--- config.mk ---
export PLATFORM = sky130hd
export DESIGN_NAME = sevenseg_scan_decoder_flat
export DESIGN_NICKNAME = d
export VERILOG_FILES = /design/src/rtl/sevenseg_scan_decoder_if.sv /design/src/rtl/sevenseg_scan_decoder.sv /design/src/flat_wrapper.sv
export SDC_FILE = /design/constraint.sdc
export NUM_CORES = 1
export LEC_CHECK = 0
export CELL_PAD_IN_SITES_DETAIL_PLACEMENT = 0
export CELL_PAD_IN_SITES_GLOBAL_PLACEMENT = 1
export CORE_ASPECT_RATIO = 0.6
export CORE_MARGIN = 2
export CORE_UTILIZATION = 35
export CTS_CLUSTER_DIAMETER = 60
export DETAILED_ROUTE_END_ITERATION = 7
export GPL_TIMING_DRIVEN = 1
export PLACE_DENSITY_LB_ADDON = 0.1
export SYNTH_ARGS = -nofsm -noshare
export SYNTH_HDL_FRONTEND = slang
export SYNTH_SLANG_ARGS = --single-unit
--- constraint.sdc ---
create_clock -name clk -period 2 [get_ports clk]
set_input_delay 0.5 -clock clk [delete_from_list [all_inputs] [get_ports clk]]
set_output_delay 0.5 -clock clk [all_outputs]
set_load 0.05 [all_outputs]
--- src/rtl/sevenseg_scan_decoder_if.sv ---
// Frame snapshot handshake between the scan decoder (master) and its consumer (slave).
interface sevenseg_scan_decoder_if #(
    parameter int N_DIGITS = 4
) ();
    logic [4*N_DIGITS-1:0] frame_bcd;
    logic [N_DIGITS-1:0]   frame_dp;
    logic [N_DIGITS-1:0]   frame_invalid;
    logic                  frame_valid;
    logic                  frame_ready;

    modport master (
        output frame_bcd,
        output frame_dp,
        output frame_invalid,
        output frame_valid,
        input  frame_ready
    );

    modport slave (
        input  frame_bcd,
        input  frame_dp,
        input  frame_invalid,
        input  frame_valid,
        output frame_ready
    );
endinterface

--- src/rtl/sevenseg_scan_decoder.sv ---
// Decodes a scanned 7-segment anode/cathode bus back into per-digit BCD, dp and validity.
// Optional hex digit decoding (A..F) is enabled by defining SEVENSEG_HEX_EN.
module sevenseg_scan_decoder #(
    parameter int N_DIGITS       = 4,
    parameter int STABLE_CYCLES  = 4,
    parameter bit SEG_ACTIVE_LOW = 1'b1
) (
    input  logic                  clk,
    input  logic                  reset,
    input  logic [N_DIGITS-1:0]   an_in,
    input  logic [7:0]            seg_in,
    output logic [4*N_DIGITS-1:0] live_bcd,
    output logic [N_DIGITS-1:0]   live_dp,
    output logic [N_DIGITS-1:0]   live_invalid,
    output logic                  anode_err,
    sevenseg_scan_decoder_if.master frame_if
);

    localparam int CW = $clog2(STABLE_CYCLES + 1);
    localparam logic [CW-1:0] CNT_MAX = CW'(STABLE_CYCLES);

    logic [N_DIGITS-1:0] an_samp_q, an_prev_q;
    logic [7:0]          seg_samp_q, seg_prev_q;
    logic [CW-1:0]       cnt_q, cnt_d;
    logic [N_DIGITS-1:0] seen_q, seen_d;
    logic                frame_valid_q, frame_valid_d;
    logic                anode_err_q;

    logic [N_DIGITS-1:0] an_act;
    logic                one_hot, multi, same, commit, frame_take;
    logic [N_DIGITS-1:0] commit_vec;
    logic [7:0]          seg_act;
    logic [4:0]          dec;

    // Returns {invalid, code}; gfedcba active-high.
    function automatic logic [4:0] decode_seg(input logic [6:0] p);
        case (p)
            7'h3F:   return {1'b0, 4'h0};
            7'h06:   return {1'b0, 4'h1};
            7'h5B:   return {1'b0, 4'h2};
            7'h4F:   return {1'b0, 4'h3};
            7'h66:   return {1'b0, 4'h4};
            7'h6D:   return {1'b0, 4'h5};
            7'h7D:   return {1'b0, 4'h6};
            7'h07:   return {1'b0, 4'h7};
            7'h7F:   return {1'b0, 4'h8};
            7'h6F:   return {1'b0, 4'h9};
`ifdef SEVENSEG_HEX_EN
            7'h77:   return {1'b0, 4'hA};
            7'h7C:   return {1'b0, 4'hB};
            7'h39:   return {1'b0, 4'hC};
            7'h5E:   return {1'b0, 4'hD};
            7'h79:   return {1'b0, 4'hE};
            7'h71:   return {1'b0, 4'hF};
`endif
            default: return {1'b1, 4'hF};
        endcase
    endfunction

    always_comb begin
        an_act  = ~an_samp_q;
        one_hot = (an_act != '0) && ((an_act & (an_act - N_DIGITS'(1))) == '0);
        multi   = (an_act != '0) && !one_hot;
        same    = (an_samp_q == an_prev_q) && (seg_samp_q == seg_prev_q);
        seg_act = SEG_ACTIVE_LOW ? ~seg_samp_q : seg_samp_q;
        dec     = decode_seg(seg_act[6:0]);
        cnt_d   = '0;
        commit  = 1'b0;
        if (one_hot) begin
            if (same)
                cnt_d = (cnt_q == CNT_MAX) ? cnt_q : cnt_q + CW'(1);
            else
                cnt_d = CW'(1);
            // A run that is already saturated has committed; only a fresh arrival commits.
            commit = (cnt_d == CNT_MAX) && !(same && (cnt_q == CNT_MAX));
        end
        commit_vec = commit ? an_act : '0;
    end

    always_comb begin
        frame_take    = (&seen_q) && (!frame_valid_q || frame_if.frame_ready);
        seen_d        = (frame_take ? '0 : seen_q) | commit_vec;
        frame_valid_d = frame_valid_q;
        if (frame_take)
            frame_valid_d = 1'b1;
        else if (frame_valid_q && frame_if.frame_ready)
            frame_valid_d = 1'b0;
    end

    always_ff @(posedge clk) begin
        if (!reset) begin
            an_samp_q     <= '1;
            an_prev_q     <= '1;
            seg_samp_q    <= '0;
            seg_prev_q    <= '0;
            cnt_q         <= '0;
            seen_q        <= '0;
            frame_valid_q <= 1'b0;
            anode_err_q   <= 1'b0;
        end else begin
            an_samp_q     <= an_in;
            seg_samp_q    <= seg_in;
            an_prev_q     <= an_samp_q;
            seg_prev_q    <= seg_samp_q;
            cnt_q         <= cnt_d;
            seen_q        <= seen_d;
            frame_valid_q <= frame_valid_d;
            anode_err_q   <= multi;
        end
    end

    genvar gi;
    generate
        for (gi = 0; gi < N_DIGITS; gi++) begin : g_digit
            logic [3:0] bcd_q, fbcd_q;
            logic       dp_q, fdp_q, inv_q, finv_q;

            // Snapshot takes the pre-commit live values of this edge.
            always_ff @(posedge clk) begin
                if (!reset) begin
                    bcd_q  <= 4'h0;
                    dp_q   <= 1'b0;
                    inv_q  <= 1'b1;
                    fbcd_q <= 4'h0;
                    fdp_q  <= 1'b0;
                    finv_q <= 1'b1;
                end else begin
                    if (commit_vec[gi]) begin
                        bcd_q <= dec[3:0];
                        dp_q  <= seg_act[7];
                        inv_q <= dec[4];
                    end
                    if (frame_take) begin
                        fbcd_q <= bcd_q;
                        fdp_q  <= dp_q;
                        finv_q <= inv_q;
                    end
                end
            end

            assign live_bcd[4*gi +: 4]          = bcd_q;
            assign live_dp[gi]                  = dp_q;
            assign live_invalid[gi]             = inv_q;
            assign frame_if.frame_bcd[4*gi +: 4] = fbcd_q;
            assign frame_if.frame_dp[gi]        = fdp_q;
            assign frame_if.frame_invalid[gi]   = finv_q;
        end
    endgenerate

    assign frame_if.frame_valid = frame_valid_q;
    assign anode_err            = anode_err_q;

endmodule

--- src/flat_wrapper.sv ---
// flat-port wrapper written by rule: the top's interface ports become plain ports
module sevenseg_scan_decoder_flat 
#(
    parameter int N_DIGITS       = 4,
    parameter int STABLE_CYCLES  = 4,
    parameter bit SEG_ACTIVE_LOW = 1'b1
)
  (clk, reset, an_in, seg_in, live_bcd, live_dp, live_invalid, anode_err, frame_if_frame_bcd, frame_if_frame_dp, frame_if_frame_invalid, frame_if_frame_valid, frame_if_frame_ready);
  sevenseg_scan_decoder_if #(.N_DIGITS(N_DIGITS)) frame_if_i ();
  input  logic clk;
  input  logic reset;
  input  logic [N_DIGITS-1:0] an_in;
  input  logic [7:0] seg_in;
  output logic [4*N_DIGITS-1:0] live_bcd;
  output logic [N_DIGITS-1:0] live_dp;
  output logic [N_DIGITS-1:0] live_invalid;
  output logic anode_err;
  output wire logic [$bits(frame_if_i.frame_bcd)-1:0] frame_if_frame_bcd;
  output wire logic [$bits(frame_if_i.frame_dp)-1:0] frame_if_frame_dp;
  output wire logic [$bits(frame_if_i.frame_invalid)-1:0] frame_if_frame_invalid;
  output wire logic [$bits(frame_if_i.frame_valid)-1:0] frame_if_frame_valid;
  input wire logic [$bits(frame_if_i.frame_ready)-1:0] frame_if_frame_ready;
  assign frame_if_frame_bcd = frame_if_i.frame_bcd;
  assign frame_if_frame_dp = frame_if_i.frame_dp;
  assign frame_if_frame_invalid = frame_if_i.frame_invalid;
  assign frame_if_frame_valid = frame_if_i.frame_valid;
  assign frame_if_i.frame_ready = frame_if_frame_ready;
  sevenseg_scan_decoder #(.N_DIGITS(N_DIGITS), .STABLE_CYCLES(STABLE_CYCLES), .SEG_ACTIVE_LOW(SEG_ACTIVE_LOW)) u_core (.clk(clk), .reset(reset), .an_in(an_in), .seg_in(seg_in), .live_bcd(live_bcd), .live_dp(live_dp), .live_invalid(live_invalid), .anode_err(anode_err), .frame_if(frame_if_i));
endmodule
# Word-level counts from Yosys, hierarchy flattened
# Cells that the tools add are included.
[totals] elab_cells=77 inputBits=15 reg_bits=81 output_inout_bits=50
[op_classes] n_eq_ne=14 n_reduce_logical=16 muxes=9 add_sub_neg=2 bitwise=4
[ops] op="5-bit case mux with 10 select lines" n=1
[ops] op="7-bit == test (second input constant)" n=7
[ops] op="7-bit by 3-bit == test with 1-bit output (second input constant)" n=2
[ops] op="3-bit 2-to-1 mux" n=3
[ops] op="8-bit == test" n=1
[ops] op="4-bit 2-to-1 mux" n=2
[ops] op="8-bit inverter" n=1
[ops] op="7-bit by 6-bit == test with 1-bit output (second input constant)" n=1
[ops] op="1-bit logical AND" n=7
[ops] op="3-bit == test (second input constant)" n=2
[ops] op="4-bit bitwise AND" n=1
[ops] op="4-bit == test" n=1
[ops] op="4-bit logical NOT" n=1
[ops] op="4-bit inverter" n=1
[ops] op="4-bit bitwise OR" n=1
[ops] op="4-bit AND reduction" n=1
[ops] op="4-bit nonzero test" n=1
[ops] op="4-bit by 1-bit subtractor with 4-bit output (second input constant)" n=1
[ops] op="3-bit by 1-bit adder with 3-bit output (second input constant)" n=1
[ops] op="1-bit logical NOT" n=3
[ops] op="1-bit 2-to-1 mux" n=3
[ops] op="2-bit AND reduction" n=1
[ops] op="2-bit nonzero test" n=1
[ops] op="1-bit logical OR" n=1

# Logic depth before layout (Yosys ltp)
# Gate-level depths: netlist of run 1.
[logic_depth] ltp_word=11 mapped_depth=9 depth_no_buf=7

# Worst setup path after synthesis of run 1
# Ideal clock, no wire load.
[synth_timing] path_type="register -> register" from="register u_core.cnt_q[0]" to="register u_core.g_digit[1].inv_q" setup_ns=0.132 path_stages_with_launch=10 arrival_time_ns=1.816 path_buffers=2 required_ns=1.868 period_less_slack_ns=1.948 slack_ns=0.052 path_cell_list="dfxtp_1 -> inv_1 -> ha_1 -> nand2_1 -> xnor2_1 -> or4_1 -> buf_2 -> buf_2 -> a211oi_1 -> o21ai_1"
[synth_between] elab_chain_len=8 word_cells_on_any_way=11 cone_classes="1 x add/sub; 2 x eq/ne; 5 x mux; 3 x reduce/logical"
[synth_rtl] element="start: declaration" line_no="sevenseg_scan_decoder.sv:24" rtl="logic [CW-1:0] cnt_q, cnt_d;"
[synth_rtl] element="start signal: assignment" line_no="sevenseg_scan_decoder.sv:105" rtl="cnt_q <= cnt_d;"
[synth_rtl] element="3-bit by 1-bit adder with 3-bit output or 3-bit == test (tied branches)" line_no="sevenseg_scan_decoder.sv:71, sevenseg_scan_decoder.sv:75"
[synth_rtl] element="3-bit 2-to-1 mux" line_no="sevenseg_scan_decoder.sv:71" rtl="cnt_d = (cnt_q == CNT_MAX) ? cnt_q : cnt_q + CW'(1);"
[synth_rtl] element="3-bit 2-to-1 mux" line_no="sevenseg_scan_decoder.sv:70" rtl="if (same)"
[synth_rtl] element="3-bit 2-to-1 mux" line_no="sevenseg_scan_decoder.sv:69" rtl="if (one_hot) begin"
[synth_rtl] element="3-bit == test" line_no="sevenseg_scan_decoder.sv:75" rtl="commit = (cnt_d == CNT_MAX) && !(same && (cnt_q == CNT_MAX));"
[synth_rtl] element="1-bit logical AND (*)" line_no="sevenseg_scan_decoder.sv:75"
[synth_rtl] element="1-bit 2-to-1 mux (*)" line_no="sevenseg_scan_decoder.sv:69"
[synth_rtl] element="4-bit 2-to-1 mux (*)" line_no="sevenseg_scan_decoder.sv:77" rtl="commit_vec = commit ? an_act : '0;"
[synth_rtl] element="end signal: assignment" line_no="sevenseg_scan_decoder.sv:131" rtl="inv_q <= dec[4];"
[synth_rtl] element="end: declaration" line_no="sevenseg_scan_decoder.sv:116" rtl="logic dp_q, fdp_q, inv_q, finv_q;"
# Mark *: on every way between the ends. The rest lies on a longest branch, timed or not. The select of a mux whose other input is x is not followed.
# A chain may end at the register's enable or synchronous reset.

# Worst setup path in the final report of run 1
[layout_timing] from="register u_core.an_samp_q[3]" to="register u_core.g_digit[3].dp_q"
[layout_between] elab_chain_len=8 word_cells_on_any_way=16 cone_classes="1 x add/sub; 2 x eq/ne; 4 x mux; 2 x bitwise; 7 x reduce/logical"
[layout_rtl] element="start: declaration" line_no="sevenseg_scan_decoder.sv:22" rtl="logic [N_DIGITS-1:0] an_samp_q, an_prev_q;"
[layout_rtl] element="start signal: assignment" line_no="sevenseg_scan_decoder.sv:101" rtl="an_samp_q <= an_in;"
[layout_rtl] element="parallel branches: the longest is 7 deep, another holds 4-bit by 1-bit subtractor with 4-bit output"
[layout_rtl] element="4-bit 2-to-1 mux (*)" line_no="sevenseg_scan_decoder.sv:77"
[layout_rtl] element="end signal: assignment" line_no="sevenseg_scan_decoder.sv:130" rtl="dp_q <= seg_act[7];"
[layout_rtl] element="end: declaration" line_no="sevenseg_scan_decoder.sv:116"
# Every way passes the cells marked *. The select of a mux whose other input is x is not followed.

==> results of run 1 <==
[through the flow]
| stage | cell area [um2] | power [mW] | setup TNS, ns |
|---|---|---|---|
| after floorplan | 3367 | 1.842 | 0 |
| after global placement | 4272 | 1.977 | -2.705 |
| after detailed placement | 4272 | 1.978 | -3.505 |
| after CTS | 4676 | 3.584 | 0 |
| after global routing | 4878 | 3.719 | -0.3468 |
| final | 4878 | 3.573 | 0 |
[Yosys cell counts (2+ instances only)]
library cell and n:
a211oi_1 13, a21oi_1 50, a22oi_1 4, a31oi_1 2
and2_1 16, and3_1 3, buf_2 8, buf_4 18
buf_6 2, clkbuf_1 16, dfxtp_1 81, ha_1 2
inv_1 3, nand2_1 57, nand2b_1 8, nand3_1 16
nand4_1 3, nand4b_1 2, nor2_1 17, nor2b_1 2
nor3_1 5, nor4_1 3, nor4b_1 2, o21ai_0 13
o21ai_1 4, or3_1 4, or4_1 4, or4b_1 3
xnor2_1 11, xnor2_2 2, xor2_1 3
[cells in the final DEF, fill, tap and decap left out, types with 5 or more instances in the layout]
cell	n
xnor2_1	8
nand2b_1	8
and2_1	16
dlymetal6s2s_1	5
clkbuf_16	10
a211oi_1	8
nor2_1	13
dfxtp_4	5
nand3_1	14
clkdlybuf4s50_1	16
buf_4	97
o21ai_0	7
dfxtp_2	7
a211oi_2	5
nand2_1	56
o21ai_1	10
dfxtp_1	69
a21oi_1	48
[logic make-up (layout without fill, tap and decap cells)]
logic type | Yosys count | after routing | synth area share, %
simple gates | 150 | 150 | 22.82
compound gates | 89 | 89 | 14.98
flops | 81 | 81 | 48.16
buf+inv | 48 | 144 | 8.101
xor+xnor | 16 | 16 | 4.608
fa+ha+maj | 3 | 3 | 1.040
mux | 1 | 1 | 0.2973
[metal layers]
layer  track usage (%)  routed length, um
met1             26.82               4958
met2             25.78               3501
met3             5.295                472
met4             5.745                110
met5                 0                  0
[where the power goes]
group	total [mW]	internal [mW]	switching, mW	leakage, nW
clock network	1.57	0.953	0.621	0.135
logic	0.330	0.173	0.156	1.14
registers	1.67	1.64	0.0301	0.662
[sequential cells by signal, indices dropped and copies added (netlist names), 4 cells and up]
name                   count
u_core.seg_samp_q          8
u_core.g_digit.inv_q       4
u_core.g_digit.fdp_q       4
u_core.an_prev_q           4
u_core.an_samp_q           4
u_core.g_digit.finv_q      4
u_core.g_digit.bcd_q      16
u_core.seen_q              4
u_core.g_digit.dp_q        4
u_core.seg_prev_q          8
u_core.g_digit.fbcd_q     16
[cell type report]
type                       count  area share [%]
timing repair buffer         126           22.03
inverter                       4          0.3078
clock buffer                  11           4.770
clock inverter                 3          0.8977
tap                          130           3.334
sequential                    81           33.80
multi-input combinational    259           34.86
[how the worst max path moves through the flow]
| stage | from | to | slack (ns) | cells after the start |
|---|---|---|---|---|
| final | u_core.an_samp_q[3] | u_core.g_digit[3].dp_q | 0.03 | 6 |
| after global routing | u_core.cnt_q[0] | u_core.g_digit[2].bcd_q[3] | -0.05 | 8 |
| after CTS | u_core.cnt_q[1] | u_core.g_digit[2].dp_q | 0.0002 | 8 |
| after detailed placement | u_core.cnt_q[0] | u_core.g_digit[3].bcd_q[3] | -0.21 | 6 |
| after global placement | u_core.cnt_q[0] | u_core.g_digit[3].bcd_q[0] | -0.19 | 7 |
| after floorplan | u_core.cnt_q[0] | u_core.g_digit[1].inv_q | 0.05 | 9 |
[repair_timing]
action,in CTS,in global routing
resized for setup,33,42
setup buffers,3,3
setup endpoints to repair,26,30
hold buffers,0,0
pin swaps,14,13
hold endpoints to repair,0,0
gates cloned,1,1
[worst max-delay path, delay by kind of cell, from the launching register on]
family                 cells  cell delay, ns
AND/OR/NAND/NOR            2            0.96
flip-flops                 1            0.41
buffers and inverters      2            0.30
AO/OA/AOI/OAI              2            0.24
==> flow_summary.ini, run 1 <==
[timing]
final.period_utilization_pct = 98.71
relSlewSlack_pct = 60.11
min_period_ns = 1.974
hold-worst-slack_ns = 0.4518
tightest_slew_ns = 0.5968
setup_viol = 0
clock.fmax_ghz = 0.5065
fin_skew_ns = 0.007618
worst_slack_ns = 0.02582
drv_slew = 0
rsz0062_at_grt = true
report.final.hold_viol_count = 0

[logic_synthesis]
synth-seq-area-share_pct = 48.16
yosys_warnings = 0
synth_edf_count = 0
synthArstFlopShare_pct = 0
synth_cells = 388
synth_area_leaders = dfxtp_1 48%, a21oi_1 7.4%, nand2_1 6.4%
syn_area_um2 = 3367
synthFlopType = dfxtp_1
avgSynthCellArea_um2 = 8.678
synth.distinct_cells = 42
synth_nets = 405
synth_top_area_share_pct = 48.16
synth_seq_cells = 81
synth_area_leader_cell = dfxtp_1

[place]
dp.cells = 594
port-buffer-count = 64
dp_slack_ns = -0.2104
place.gp.congestion = 0.8058
detailed_place_hpwl_um = 6276

[cells_and_area]
fillers = 864
post_layout_nonfiller_instances = 614
syn_to_final_growth_pct = 44.89
multi_input_area_um2 = 1700
drive_above_1_share_pct = 35.12
fin_nets = 498
finish.utilization_pct = 52.70
seq_area_um2 = 1649
diodes = 0

[run_status]
status = completed

[route]
first_pass_iters = 4
drc = 0
vias = 2957
totalWireLength_um = 9042
drtAntennaViolNets = 0
wl_per_cell_um = 14.73
drtIter0Drc = 177
viasPerCell = 4.816

[global_routing]
track_usage_pct = 18.36
grt.overflow.total = 0
grt_max_degree = 36
antenna_found_initial = 0
grt_pass1_vias = 2828
grt_pass1_wl_um = 14460

[clock_tree]
htree_num_levels = 3
worstSkewPairLatency_ns = 0.34
clkSinkCount = 81
root_buffer = clkbuf_16
clockBufferDepth = 2
cts_tree = yes
clkTransAtPathRegs_ns = 0.06
cts_made_buffers = 9

[worst_setup_path]
crit_type = flop to flop
r2r_slack_ns = 0.03
cp-end-kind = flop
critPathMaxStageDelay_ns = 0.56
start_kind = flop
arrival_ns = 2.25
cp.required_ns = 2.27
worstReg2RegEnd = u_core.g_digit[3].dp_q
worstReg2RegStart = u_core.an_samp_q[3]
rr_worst_depth = 6
crit_fanout = 6
path_cells = buf_6 -> a31oi_4 -> buf_4 -> or4b_4 -> or3_1 -> a21oi_2
cpMaxStageDelayCell = or4b_4

[pwr]
ir_drop_mv = 0.4199
pwr_density_cell_nw_per_um2 = 732.4
p_leak_nw = 1.940

[floorplan]
ios = 65
initial_core_util_pct = 36.37
dieWidth_um = 130.6
dieHeight_um = 79.98
die_area_um2 = 10450
rows = 27
design.core.area_um2 = 9256

[worst_hold_path]
min_from = u_core.g_digit[0].fbcd_q[3]
holdPathEnd = u_core.g_digit[0].fbcd_q[3]
min_path_type = flop to flop
hold_path_depth = 2

[flow_run]
maxCapViolCount = 0
No activity file was read; power rests on OpenSTA's default activity.
==> inputs of run 2 (changes only) <==
--- a/config.mk
+++ b/config.mk
@@ -5,6 +5,7 @@
 export SDC_FILE = /design/constraint.sdc
 export NUM_CORES = 1
 export LEC_CHECK = 0
+export ABC_CLOCK_PERIOD_IN_PS = 2000
 export CELL_PAD_IN_SITES_DETAIL_PLACEMENT = 0
 export CELL_PAD_IN_SITES_GLOBAL_PLACEMENT = 1
 export CORE_ASPECT_RATIO = 0.6
==> results of run 2 <==
Final layout, timing and power as in run 1 (identical DEF).
==> inputs of run 3 (changes only) <==
--- a/config.mk
+++ b/config.mk
@@ -12,6 +12,7 @@
 export CORE_MARGIN = 2
 export CORE_UTILIZATION = 35
 export CTS_CLUSTER_DIAMETER = 60
+export CTS_CLUSTER_SIZE = 8
 export DETAILED_ROUTE_END_ITERATION = 7
 export GPL_TIMING_DRIVEN = 1
 export PLACE_DENSITY_LB_ADDON = 0.1
==> results of run 3 <==
Final layout, timing and power as in run 1 (identical DEF).
